**src/rtl/tick_scheduler.sv**
```systemverilog
// tick_scheduler: three programmable tick channels, each producing a
// one-cycle enable pulse and a toggling level. Channels are sequenced by a
// run/pause state machine, and their periods can be reconfigured at run time
// through a valid/ready port. A request made while running waits in a single
// pending slot so that a channel's period never changes in mid-interval.
module tick_scheduler #(
  parameter int          CW         = 28,
  parameter int unsigned P0_DEFAULT = 50000000,
  parameter int unsigned P1_DEFAULT = 80000000,
  parameter int unsigned P2_DEFAULT = 110000000
) (
  input  logic          clk,
  input  logic          rst,
  input  logic          run,
  input  logic          pause,
  input  logic          cfg_valid,
  output logic          cfg_ready,
  input  logic [1:0]    cfg_ch,
  input  logic [CW-1:0] cfg_period,
  output logic [2:0]    tick,
  output logic [2:0]    lvl,
  output logic [1:0]    state
);

  typedef enum logic [1:0] {
    IDLE   = 2'd0,
    RUN    = 2'd1,
    PAUSED = 2'd2
  } state_t;

  state_t        state_q;
  logic [CW-1:0] period [3];
  logic [CW-1:0] cnt    [3];
  logic          pend_valid;
  logic [1:0]    pend_ch;
  logic [CW-1:0] pend_period;

  logic          count_en;
  logic          accept;
  logic          latch;
  logic          pend_drop;
  logic          pend_done;
  logic [2:0]    wrap;
  logic [2:0]    pend_hit;
  logic [2:0]    wr_direct;

  assign state     = state_q;
  assign cfg_ready = ~pend_valid;

  // Decide which channels wrap on this edge and where any configuration lands.
  // A pending value lands on its channel's wrap, or at once if that channel is
  // disabled, if counting is not happening on this edge, or if it targets
  // channel 3 (in which case it is simply discarded).
  always_comb begin
    count_en  = (state_q == RUN) && run;
    accept    = cfg_valid && !pend_valid;
    latch     = accept && (state_q == RUN);
    pend_drop = pend_valid && (pend_ch == 2'd3);
    wrap      = '0;
    pend_hit  = '0;
    wr_direct = '0;
    for (int i = 0; i < 3; i++) begin
      wrap[i]      = count_en && (period[i] != '0) && (cnt[i] == period[i]);
      pend_hit[i]  = pend_valid && (pend_ch == 2'(i)) &&
                     (wrap[i] || !count_en || (period[i] == '0));
      wr_direct[i] = accept && (state_q != RUN) && (cfg_ch == 2'(i));
    end
    pend_done = pend_drop || (|pend_hit);
  end

  // State machine, channel counters, registered tick/level outputs and the pending slot.
  always_ff @(posedge clk) begin
    if (rst) begin
      state_q     <= IDLE;
      tick        <= '0;
      lvl         <= '0;
      pend_valid  <= 1'b0;
      pend_ch     <= '0;
      pend_period <= '0;
      for (int i = 0; i < 3; i++) begin
        cnt[i] <= '0;
      end
      period[0] <= CW'(P0_DEFAULT);
      period[1] <= CW'(P1_DEFAULT);
      period[2] <= CW'(P2_DEFAULT);
    end else begin
      if (!run) begin
        state_q <= IDLE;
      end else begin
        unique case (state_q)
          IDLE:    state_q <= pause ? PAUSED : RUN;
          RUN:     state_q <= pause ? PAUSED : RUN;
          PAUSED:  state_q <= pause ? PAUSED : RUN;
          default: state_q <= IDLE;
        endcase
      end

      for (int i = 0; i < 3; i++) begin
        if (!run) begin
          cnt[i]  <= '0;
          lvl[i]  <= 1'b0;
          tick[i] <= 1'b0;
        end else if (wrap[i]) begin
          cnt[i]  <= '0;
          lvl[i]  <= ~lvl[i];
          tick[i] <= 1'b1;
        end else begin
          tick[i] <= 1'b0;
          if (count_en && (period[i] != '0)) begin
            cnt[i] <= cnt[i] + CW'(1);
          end
        end

        if (pend_hit[i]) begin
          period[i] <= pend_period;
          cnt[i]    <= '0;
        end else if (wr_direct[i]) begin
          period[i] <= cfg_period;
          cnt[i]    <= '0;
        end
      end

      if (pend_done) begin
        pend_valid <= 1'b0;
      end else if (latch) begin
        pend_valid  <= 1'b1;
        pend_ch     <= cfg_ch;
        pend_period <= cfg_period;
      end
    end
  end

endmodule
```
**config.mk**
```make
export PLATFORM = sky130hd
export DESIGN_NAME = tick_scheduler
export DESIGN_NICKNAME = d
export VERILOG_FILES = /design/src/rtl/tick_scheduler.sv
export SDC_FILE = /design/constraint.sdc
export NUM_CORES = 1
export LEC_CHECK = 0
export CORE_ASPECT_RATIO = 1.2
export CORE_MARGIN = 3
export CORE_UTILIZATION = 30
export CTS_BUF_LIST = sky130_fd_sc_hd__clkbuf_2
export DETAILED_ROUTE_END_ITERATION = 8
export DONT_BUFFER_PORTS = 1
export PLACE_DENSITY_LB_ADDON = 0.08
export SYNTH_ARGS = -nofsm -noshare
export SYNTH_HDL_FRONTEND = slang
export SYNTH_SLANG_ARGS = --single-unit
```
**constraint.sdc**
```tcl
create_clock -name clk -period 3.7 [get_ports clk]
set_input_delay 0.185 -clock clk [delete_from_list [all_inputs] [get_ports clk]]
set_output_delay 0.185 -clock clk [all_outputs]
set_load 0.005 [all_outputs]
```
==> summary.txt <==
Status
  • Outcome: finished, final reports clean

Global route
  • Global route overflow: 0
  • Total track usage: between 15 and 20%
  • Largest net degree at the start of global routing: 47
  • Vias in the first global route: 8,684
  • Initial antenna violation count: 2
  • First-pass GRT wire length: 54,700 microns

Synthesis
  • Synth cell types: between 50 and 60
  • Post-synth top area cell: edfxtp_1
  • Ys Warns: 0
  • FF+latch count, synth: 207
  • Syn Nets: roughly 1,100
  • Syn_area_per_cell: 10.1 sq um
  • Ys flop type: edfxtp_1
  • Ranking of synthesized cells by area: edfxtp_1 (45%), xor2_1 (11%), nand2_1 (8.7%), dfxtp_1 (7.0%), nor2_1 (3.5%)
  • Post-synthesis cell area: 11,200 sq um
  • Share of the synthesized area in the top cell type: 45.0%
  • Ys async rst share: 0%
  • Register area share after synthesis: 52.0%
  • EDFF count, synth: 168
  • Cell count after synthesis: 1,107

CTS
  • CTS clk-pin slew, worst paths: 0.11 ns
  • CTS tree: built
  • Clock sink count: approximately 210
  • Clock Latency Late Sink: 0.92 ns
  • H-Tree Depth: 2
  • CTS max path bufs: 3
  • Post-CTS Resized: 0
  • CTS buffer count: 61
  • Root buffer cell: clkbuf_2

Layout
  • NumNets Final: roughly 1,200
  • Filler Cell Count: around 3,700
  • Layout Cells excl Fill: 1,730
  • Area of the multi-input gates: 5070 sq um
  • Register Area: 5830 sq um
  • Area Growth Syn to Fin: 15.6%
  • Fin area: 12,900 sq um
  • Layout cells sized above 1: roughly 14%

Timing
  • Final hold violation count: 0
  • Tightest slew margin relative to the limit: between 20% and 30%
  • Min Hold Slack: 0.116 ns
  • Final worst path period need: between 3 and 4 ns
  • Final Max Slew Viols: 0
  • Final setup viols: 0
  • Fin Setup TNS: 0 ns
  • RSZ-0062 raised after global routing: false
  • Least-Margin Pin Slew: 1.09 ns
  • Final Cycle Share: between 80% and 90%
  • Max Fclk: 0.325 GHz
  • Post-Route Skew: 0.0614 ns

Placement
  • Placed Area: 11,700 sq um
  • Placed cell count: 1,547
  • PortBufs: 0
  • RD Place Congestion: approximately 0.83
  • Hpwl dp: 24,900 microns

Die
  • Initial Util: 30.8%
  • Die area: 39,700 sq um
  • Row Count: 76
  • Top-level I/O count: 44
  • Y dimension of the die: roughly 220 microns
  • DIE WIDTH: between 150 and 200 microns
  • CORE AREA: around 36,000 sq um

Critical path
  • Crit-path slowest cell: a211oi_4
  • CP cell instances: xor2_1, nor4_1, nand4_1, o2bb2ai_2, a211oi_4, buf_4, a21oi_1
  • Worst EP required: 4.34 ns
  • Crit path max-delay family: compound AO/OA/AOI/OAI gates
  • CP Class: reg2reg
  • Worst path bufs/invs: 1
  • Max FO, Critical Path: 18
  • Nature of the critical path endpoint: register
  • CP startpoint kind: register
  • CP arrival: 3.72 ns
  • CP peak stage delay: a little under 0.9 ns

Job
  • # Max-Cap Violations: 0

Power and ir drop
  • Leak Pwr: 4.35 nW
  • VDD IR max: 147 uV
  • Power Density: approximately 390 nW/um^2

Drt
  • Drt initial violations: 558
  • Post-Route WL: 34,900 microns
  • Pre-Repair DR Iteration Count: 4
  • Vias: 8,513
  • Residual DRC count: 0
  • Via-to-Cell Ratio: 4.92
  • Final ANT Viol Nets: 0
  • Drt wl/cell: 20.2 microns

Hold path
  • Hold Crit Class: in2reg
kinds of logic (layout without fill, tap and decap cells):
| logic type | count (synthesis) | in the layout | synth area share [%] |
|---|---|---|---|
| xor gates and xnor gates | 161 | 161 | 12.6 |
| AOI/OAI and AO/OA | 108 | 108 | 6.60 |
| buffers and inverters | 61 | 214 | 2.79 |
| adders and majority gates | 3 | 3 | 0.335 |
| DFF | 207 | 207 | 52.0 |
| other | 0 | 2 | 0 |
| and+or+nand+nor | 567 | 567 | 25.7 |
registers in the layout, indices dropped and copies added (netlist names):
name,cells
pend_valid,1
tick,3
lvl,3
pend_ch,2
pend_period,28
cnt,84
period,84
state,2
cell usage in the layout (no fill, tap or decap), types with 3 or more instances in the layout:
| cell type | Yosys | layout |
|---|---|---|
| nand2_1 | 261 | 261 |
| edfxtp_1 | 168 | 168 |
| xor2_1 | 135 | 135 |
| nor2_1 | 103 | 103 |
| clkbuf_2 | 0 | 92 |
| dlygate4sd3_1 | 0 | 64 |
| a21oi_1 | 55 | 55 |
| nor4_1 | 45 | 45 |
| dfxtp_1 | 39 | 39 |
| nand3_1 | 37 | 37 |
| a21oi_2 | 30 | 30 |
| xnor2_1 | 26 | 26 |
| nand4_1 | 24 | 24 |
| nand3b_1 | 24 | 24 |
| buf_4 | 6 | 24 |
| clkinv_1 | 0 | 20 |
| and3_1 | 17 | 17 |
| nand3b_4 | 10 | 10 |
| nor3_1 | 9 | 9 |
| inv_1 | 9 | 9 |
| o21ai_0 | 5 | 5 |
| and4_1 | 5 | 5 |
| or3_1 | 4 | 4 |
| nor2b_1 | 3 | 3 |
| and2_1 | 3 | 3 |
| o21ai_1 | 4 | 3 |
| nor4_4 | 3 | 3 |
| ha_1 | 3 | 3 |
worst register-to-register path: cells and delay by family (launching register included):
family / cells / cell delay, ns
compound gates: 3 / 1.15
xor+xnor: 1 / 0.41
simple gates: 2 / 0.35
buf+inv: 1 / 0.44
flops: 1 / 0.46
cell usage after synthesis, types with 2 or more instances:
| master | n |
|---|---|
| or2_1 | 2 |
| nor3_1 | 9 |
| or3_1 | 4 |
| nor2_1 | 103 |
| nand4_1 | 24 |
| and4_1 | 5 |
| nand2_1 | 261 |
| a21oi_2 | 30 |
| o21ai_0 | 5 |
| a21o_1 | 2 |
| clkbuf_1 | 23 |
| and3_1 | 17 |
| and2_1 | 3 |
| dfxtp_1 | 39 |
| nand3_1 | 37 |
| buf_1 | 4 |
| edfxtp_1 | 168 |
| ha_1 | 3 |
| nand2_2 | 2 |
| xnor2_1 | 26 |
| xor2_1 | 135 |
| nand2b_1 | 2 |
| o2bb2ai_2 | 2 |
| a21oi_1 | 55 |
| nand3b_4 | 10 |
| nor4_1 | 45 |
| buf_2 | 13 |
| nand3b_1 | 24 |
| inv_1 | 9 |
| nor2b_1 | 3 |
| o21ai_1 | 4 |
| buf_4 | 6 |
| nor4_4 | 3 |
| nor3b_1 | 2 |
| buf_6 | 6 |
report_power, final:
group	internal (mW)	total, mW	switching (mW)
Combinational	0.169	0.429	0.260
Clock	0.739	1.81	1.07
Sequential	2.64	2.78	0.146
metal layers:
metal / wire length, microns / part of all wire [%] / track usage [%] / vias up
li1: - / - / - / 4114
met1: 14700 / 42 / 22.0 / 4167
met2: 17500 / 50 / 30.9 / 170
met3: 1370 / 3.9 / 3.35 / 62
met4: 1340 / 3.8 / 7.24 / 0
met5: 0 / 0 / 0 / -
cell type report:
class | count | share of cell area (%)
Tap cell | 468 | 4.52
Clock inverter | 24 | 0.918
Timing Repair Buffer | 89 | 6.50
Sequential cell | 207 | 45.0
Clock buffer | 92 | 3.56
Inverter | 9 | 0.261
Multi-Input combinational cell | 839 | 39.2
Antenna cell | 2 | 0.0387
stage by stage:
stage               utilization [%]  power, mW  setup slack (ns)
detailed placement             32.2       3.20             0.642
global placement               32.2       3.20             0.626
CTS                            35.6       5.14             0.594
global route                   35.6       5.32             0.548
floorplan                         -       3.05              1.09
finish                         35.6       5.02             0.623
final timing paths:
check                                            startpoint                            to  slack, ns  cells past startpoint
worst max register to register     cnt[0][15]$_SDFFCE_PP0P_    period[1][1]$_SDFFCE_PP0P_       0.62                      7
worst min register to register  pend_period[8]$_SDFFE_PP0P_   pend_period[8]$_SDFFE_PP0P_       0.51                      2
worst min-delay path                         cfg_period[24]  pend_period[24]$_SDFFE_PP0P_       0.12                      3
worst max-delay path               cnt[0][15]$_SDFFCE_PP0P_    period[1][1]$_SDFFCE_PP0P_       0.62                      7
timing repair:
action	in CTS	in global routing
buffers inserted	0	0
endpoints found under the hold margin	319	1
hold buffers	64	1
(Power assumes the default switching activity.)
